--- src/rtl/bcd_pkg.sv ---
// Shared types and defaults for the binary-to-BCD converter and the
// seven-segment digit decoder downstream of it.
package bcd_pkg;

    typedef logic [3:0] bcd_digit_t;

    typedef enum logic {
        IDLE,
        SHIFT
    } state_t;

    localparam int BIN_W_DEFAULT  = 9;
    localparam int DIGITS_DEFAULT = 4;

    // True when digits decimal places can hold the largest bin_w-bit value.
    function automatic bit bcd_range_ok(input int bin_w, input int digits);
        longint pow10;
        pow10 = 1;
        for (int i = 0; i < digits; i++) begin
            pow10 = pow10 * 10;
        end
        return (pow10 - 1) >= ((longint'(1) << bin_w) - 1);
    endfunction

endpackage

--- src/rtl/bcd_add3.sv ---
// Double-dabble digit correction: values of 5 and above get +3 so the
// following left shift carries into the next decimal digit.
module bcd_add3
    import bcd_pkg::*;
(
    input  bcd_digit_t d,
    output bcd_digit_t q
);

    assign q = (d >= 4'd5) ? bcd_digit_t'(d + 4'd3) : d;

endmodule

--- src/rtl/bin_to_bcd_seq.sv ---
// Sequential double-dabble converter: one add-3/shift step per clock,
// result held on o_bcd and announced with a single-cycle o_done pulse.
module bin_to_bcd_seq
    import bcd_pkg::*;
#(
    parameter int P_BIN_W  = BIN_W_DEFAULT,
    parameter int P_DIGITS = DIGITS_DEFAULT
) (
    input  logic                    i_clock_50mhz,
    input  logic                    i_reset,
    input  logic                    i_start,
    input  logic [P_BIN_W-1:0]      i_bin,
    output logic                    o_busy,
    output logic                    o_done,
    output logic [P_DIGITS*4-1:0]   o_bcd
);

    localparam int SCR_W = P_DIGITS * 4;
    localparam int CNT_W = $clog2(P_BIN_W + 1);
    localparam logic [CNT_W-1:0] LAST_STEP = CNT_W'(P_BIN_W - 1);

    generate
        if (!bcd_range_ok(P_BIN_W, P_DIGITS)) begin : g_range_err
            $error("bin_to_bcd_seq: P_DIGITS too small for P_BIN_W");
        end
    endgenerate

    state_t             state_reg,   state_next;
    logic [P_BIN_W-1:0] bin_reg,     bin_next;
    logic [SCR_W-1:0]   scratch_reg, scratch_next;
    logic [CNT_W-1:0]   cnt_reg,     cnt_next;
    logic [SCR_W-1:0]   bcd_reg,     bcd_next;
    logic               done_reg,    done_next;

    logic [SCR_W-1:0]   scratch_adj;
    logic [SCR_W-1:0]   scratch_shift;

    genvar gi;
    generate
        for (gi = 0; gi < P_DIGITS; gi++) begin : g_digit
            bcd_add3 u_add3 (
                .d (scratch_reg[gi*4 +: 4]),
                .q (scratch_adj[gi*4 +: 4])
            );
        end
    endgenerate

    // The binary MSB feeds scratch bit 0 as the combined register shifts left.
    assign scratch_shift = {scratch_adj[SCR_W-2:0], bin_reg[P_BIN_W-1]};

    always_comb begin
        state_next   = state_reg;
        bin_next     = bin_reg;
        scratch_next = scratch_reg;
        cnt_next     = cnt_reg;
        bcd_next     = bcd_reg;
        done_next    = 1'b0;
        case (state_reg)
            IDLE: begin
                if (i_start) begin
                    state_next   = SHIFT;
                    bin_next     = i_bin;
                    scratch_next = '0;
                    cnt_next     = '0;
                end
            end
            SHIFT: begin
                scratch_next = scratch_shift;
                bin_next     = bin_reg << 1;
                cnt_next     = cnt_reg + 1'b1;
                if (cnt_reg == LAST_STEP) begin
                    state_next = IDLE;
                    bcd_next   = scratch_shift;
                    done_next  = 1'b1;
                end
            end
            default: state_next = IDLE;
        endcase
    end

    always_ff @(posedge i_clock_50mhz or negedge i_reset) begin
        if (!i_reset) begin
            state_reg   <= IDLE;
            bin_reg     <= '0;
            scratch_reg <= '0;
            cnt_reg     <= '0;
            bcd_reg     <= '0;
            done_reg    <= 1'b0;
        end else begin
            state_reg   <= state_next;
            bin_reg     <= bin_next;
            scratch_reg <= scratch_next;
            cnt_reg     <= cnt_next;
            bcd_reg     <= bcd_next;
            done_reg    <= done_next;
        end
    end

    assign o_busy = (state_reg == SHIFT);
    assign o_done = done_reg;
    assign o_bcd  = bcd_reg;

endmodule

--- config.mk ---
export PLATFORM = sky130hd
export DESIGN_NAME = bin_to_bcd_seq
export DESIGN_NICKNAME = d
export VERILOG_FILES = /design/src/rtl/bcd_pkg.sv /design/src/rtl/bcd_add3.sv /design/src/rtl/bin_to_bcd_seq.sv
export SDC_FILE = /design/constraint.sdc
export NUM_CORES = 1
export LEC_CHECK = 0
export BUFFER_PORTS_ARGS = -buffer_cell sky130_fd_sc_hd__buf_2
export CAP_MARGIN = 20
export CORE_MARGIN = 2
export CORE_UTILIZATION = 61
export DETAILED_ROUTE_END_ITERATION = 12
export GPL_TIMING_DRIVEN = 0
export PLACE_DENSITY = 0.84
export SYNTH_ARGS = -nofsm -noshare
export SYNTH_HDL_FRONTEND = slang
export SYNTH_SLANG_ARGS = --single-unit
--- constraint.sdc ---
create_clock -name i_clock_50mhz -period 2.9 [get_ports i_clock_50mhz]
set_input_delay 0.435 -clock i_clock_50mhz [delete_from_list [all_inputs] [get_ports i_clock_50mhz]]
set_output_delay 0.435 -clock i_clock_50mhz [all_outputs]
set_load 0.01 [all_outputs]
==> impl_metrics.env <==
export IMPL_antenna_left=0
export IMPL_die_area_sq_mm=0.00415
export IMPL_fin_crit_sh_pct=55.3
export IMPL_maxCapViolCount=0
export IMPL_drive_above_1_share_pct=21.8
export IMPL_synth_area_mux_share_pct=6.75
export IMPL_status="finished, final reports clean"
export IMPL_synth_distinct_cells=26
export IMPL_grt_max_degree=48
export IMPL_cts_tree="built"
export IMPL_synth_compound_area_share_pct=14.8
export IMPL_grt_util_all_layers_pct=23.4
export IMPL_cts_setup_buffers=0
export IMPL_cpMaxStageDelayCell="dfrtp_1"
export IMPL_cts_sinks=47
export IMPL_cts_root_buf="clkbuf_4"
export IMPL_viasPerCell=5.53
export IMPL_grt_pass1_wl_um=7310
export IMPL_p_comb_share_pct=47.7
export IMPL_core_sq_mm=0.00342
export IMPL_final_area_sq_mm=0.00250
export IMPL_start_kind="flip-flop"
export IMPL_swShare_pct=41.1
export IMPL_antennaDiodeCount=0
export IMPL_h_tree_depth=2
export IMPL_r2r_cells=6
export IMPL_leakage_nw=1.22
export IMPL_p_switching_mw=1.15
export IMPL_p_seq_share_pct=41.6
export IMPL_min_path_type="in -> reg"
export IMPL_io_buffers=28
export IMPL_critPathKind="reg -> reg"
export IMPL_first_pass_iters=4
export IMPL_final_common_cell="dfrtp_1"
export IMPL_total_power_mw=2.79
export IMPL_slew_viol_final=0
export IMPL_synth_seq_area_share_pct=52.8
export IMPL_grt_pass1_vias=1614
export IMPL_fmax_mhz=624
export IMPL_r2r_slack_ns=1.30
export IMPL_worstPathRequired_ns=3.19
export IMPL_synth_largest_area_cell="dfrtp_1"
export IMPL_fillers=264
export IMPL_synth_top_family_by_area="compound AO/OA/AOI/OAI gates"
export IMPL_grt_setup_unrepaired="no"
export IMPL_clockBufferDepth=2
export IMPL_finalClockSkew_ns=0.00995
export IMPL_drt_initial_drc_count=143
export IMPL_die_w_um=64.4
export IMPL_avgSynthCellArea_sq_um=10.2
export IMPL_clk_pin_slew_ns=0.13
export IMPL_synthDominantCellAreaShare_pct=52.8
export IMPL_vdd_drop_max_mv=0.640
export IMPL_wire_per_inst_um=14.3
export IMPL_netlist_instances=219
export IMPL_p_int_mw=1.64
export IMPL_clk_latency_ns=0.37
export IMPL_layout_nets=278
export IMPL_ys_ff_latch=47
export IMPL_yosys_warnings=0
export IMPL_place_area_sq_mm=0.00242
export IMPL_power_density_mw_per_mm2=1110
export IMPL_synth_simple_area_share_pct=12.9
export IMPL_dieHeight_um=64.4
export IMPL_holdCritStartpoint="i_bin[0]"
export IMPL_finalSetupViolations=0
export IMPL_critical_path_max_stage_delay_ns=0.42
export IMPL_clkPwrFrac_pct=10.7
export IMPL_drt_wl_total_um=4340
export IMPL_numCtsBuffers=5
export IMPL_gp_congestion=0.834
export IMPL_timing_rr_start="scratch_reg[0]"
export IMPL_tightest_slew_ns=0.409
export IMPL_grt_ovfl_total=0
export IMPL_finalHoldViolations=0
export IMPL_hold_end="bin_reg[0]"
export IMPL_hold_depth=3
export IMPL_critPathMaxFanout=3
export IMPL_drc=0
export IMPL_syn_cell_area_sq_mm=0.00223
export IMPL_syn_to_final_growth_pct=12.5
export IMPL_dp_final_hpwl_um=2990
export IMPL_core_rowCount=21
export IMPL_setup_tns_ns=0
export IMPL_min_period_ns=1.60
export IMPL_cts_resized=0
export IMPL_synth_xor_area_share_pct=2.36
export IMPL_synth_fa_ha_area_share_pct=5.62
export IMPL_r2r_end="scratch_reg[2]"
export IMPL_initial_core_util_pct=65.2
export IMPL_antenna_found_initial=0
export IMPL_vias=1676
export IMPL_cp_end_kind="flip-flop"
export IMPL_num_io_pins=30
export IMPL_final_cell_mix="dfrtp_1, nand2_1, buf_2"
export IMPL_syn_nets=241
export IMPL_synthTopCellsByArea="dfrtp_1, nand2_1, ha_1"
export IMPL_crit_chain="inv_1, ha_1, nand2b_1, a21oi_2, mux2_4, o22ai_1"
export IMPL_worstPathArrival_ns=1.89
export IMPL_max_slew_margin_pct=72.7
[critical path, delay by kind of cell, from the launching register on]
family / cells / cell delay (ns)
flip-flops: 1 / 0.42
AO/OA/AOI/OAI: 2 / 0.36
multiplexers: 1 / 0.33
adder cells (fa/ha/maj): 1 / 0.20
buffers and inverters: 1 / 0.12
AND/OR/NAND/NOR: 1 / 0.10
[through the flow]
stage / cells / hold WS (ns) / setup WS, ns / util [%]
2_1_floorplan: 219 / 0.139 / 1.47 / -
3_3_place_gp: 293 / 0.463 / 1.37 / 71.0
3_5_place_dp: 293 / 0.470 / 1.35 / 71.0
4_1_cts: 301 / 0.257 / 1.32 / 72.4
5_1_grt: 303 / 0.333 / 1.19 / 73.3
6_report: 303 / 0.321 / 1.30 / 73.3
[worst max path at each step]
stage	from	end	slack, ns	depth (start not counted)
2_1_floorplan	scratch_reg[8]	scratch_reg[10]	1.47	6
3_3_place_gp	scratch_reg[8]	scratch_reg[10]	1.37	6
3_5_place_dp	scratch_reg[0]	scratch_reg[2]	1.35	6
4_1_cts	scratch_reg[0]	scratch_reg[2]	1.32	6
5_1_grt	scratch_reg[8]	scratch_reg[10]	1.19	6
6_report	scratch_reg[0]	scratch_reg[2]	1.30	6
[cell families after synthesis]
| family | count (synthesis) |
|---|---|
| AOI/OAI and AO/OA | 57 |
| xor gates and xnor gates | 6 |
| adders and majority gates | 10 |
| buffers and inverters | 23 |
| DFF | 47 |
| muxes | 13 |
| and+or+nand+nor | 63 |
[cells in the mapped netlist, drive strengths merged]
master / count
xor2: 1
nand2: 45
ha: 10
nor3b: 7
o31ai: 1
a21oi: 11
clkbuf: 1
mux2i: 9
buf: 10
nand2b: 4
o22ai: 14
mux2: 4
nor3: 1
a22o: 1
inv: 12
xnor2: 5
nand3: 2
nor2: 3
dfrtp: 47
o21ai: 30
nand4b: 1
[layout make-up]
class / count / area (sq um) / share of cell area [%]
repair buffers: 30 / 170 / 6.80
inverters: 12 / 45.0 / 1.80
clock buffers: 7 / 45.0 / 1.80
plain buffers: 11 / 58.8 / 2.35
flip-flops and latches: 47 / 1180 / 47.0
clock inverters: 1 / 5.00 / 0.200
multi-input cells: 149 / 946 / 37.8
well taps: 46 / 57.6 / 2.30
[power groups by stage]
stage	Sequential [mW]	Combinational, mW	Clock [mW]
after floorplan	1.18	0.947	0
after global routing	1.20	1.51	0.328
final	1.16	1.33	0.299
after detailed placement	1.17	1.34	0
after global placement	1.16	1.28	0
after CTS	1.16	1.34	0.302
[routing by layer]
layer / routed length [um] / GRT usage [%] / vias up
li1: - / - / 817
met1: 1940 / 31.1 / 817
met2: 2170 / 37.8 / 34
met3: 170 / 5.11 / 8
met4: 62 / 9.04 / 0
met5: 0 / 0 / -
[what timing repair did]
item | CTS | global route
endpoints found under the hold margin | 0 | 13
setup endpoints to repair | 0 | 0
hold buffers | 0 | 1
(Power assumes the default switching activity.)
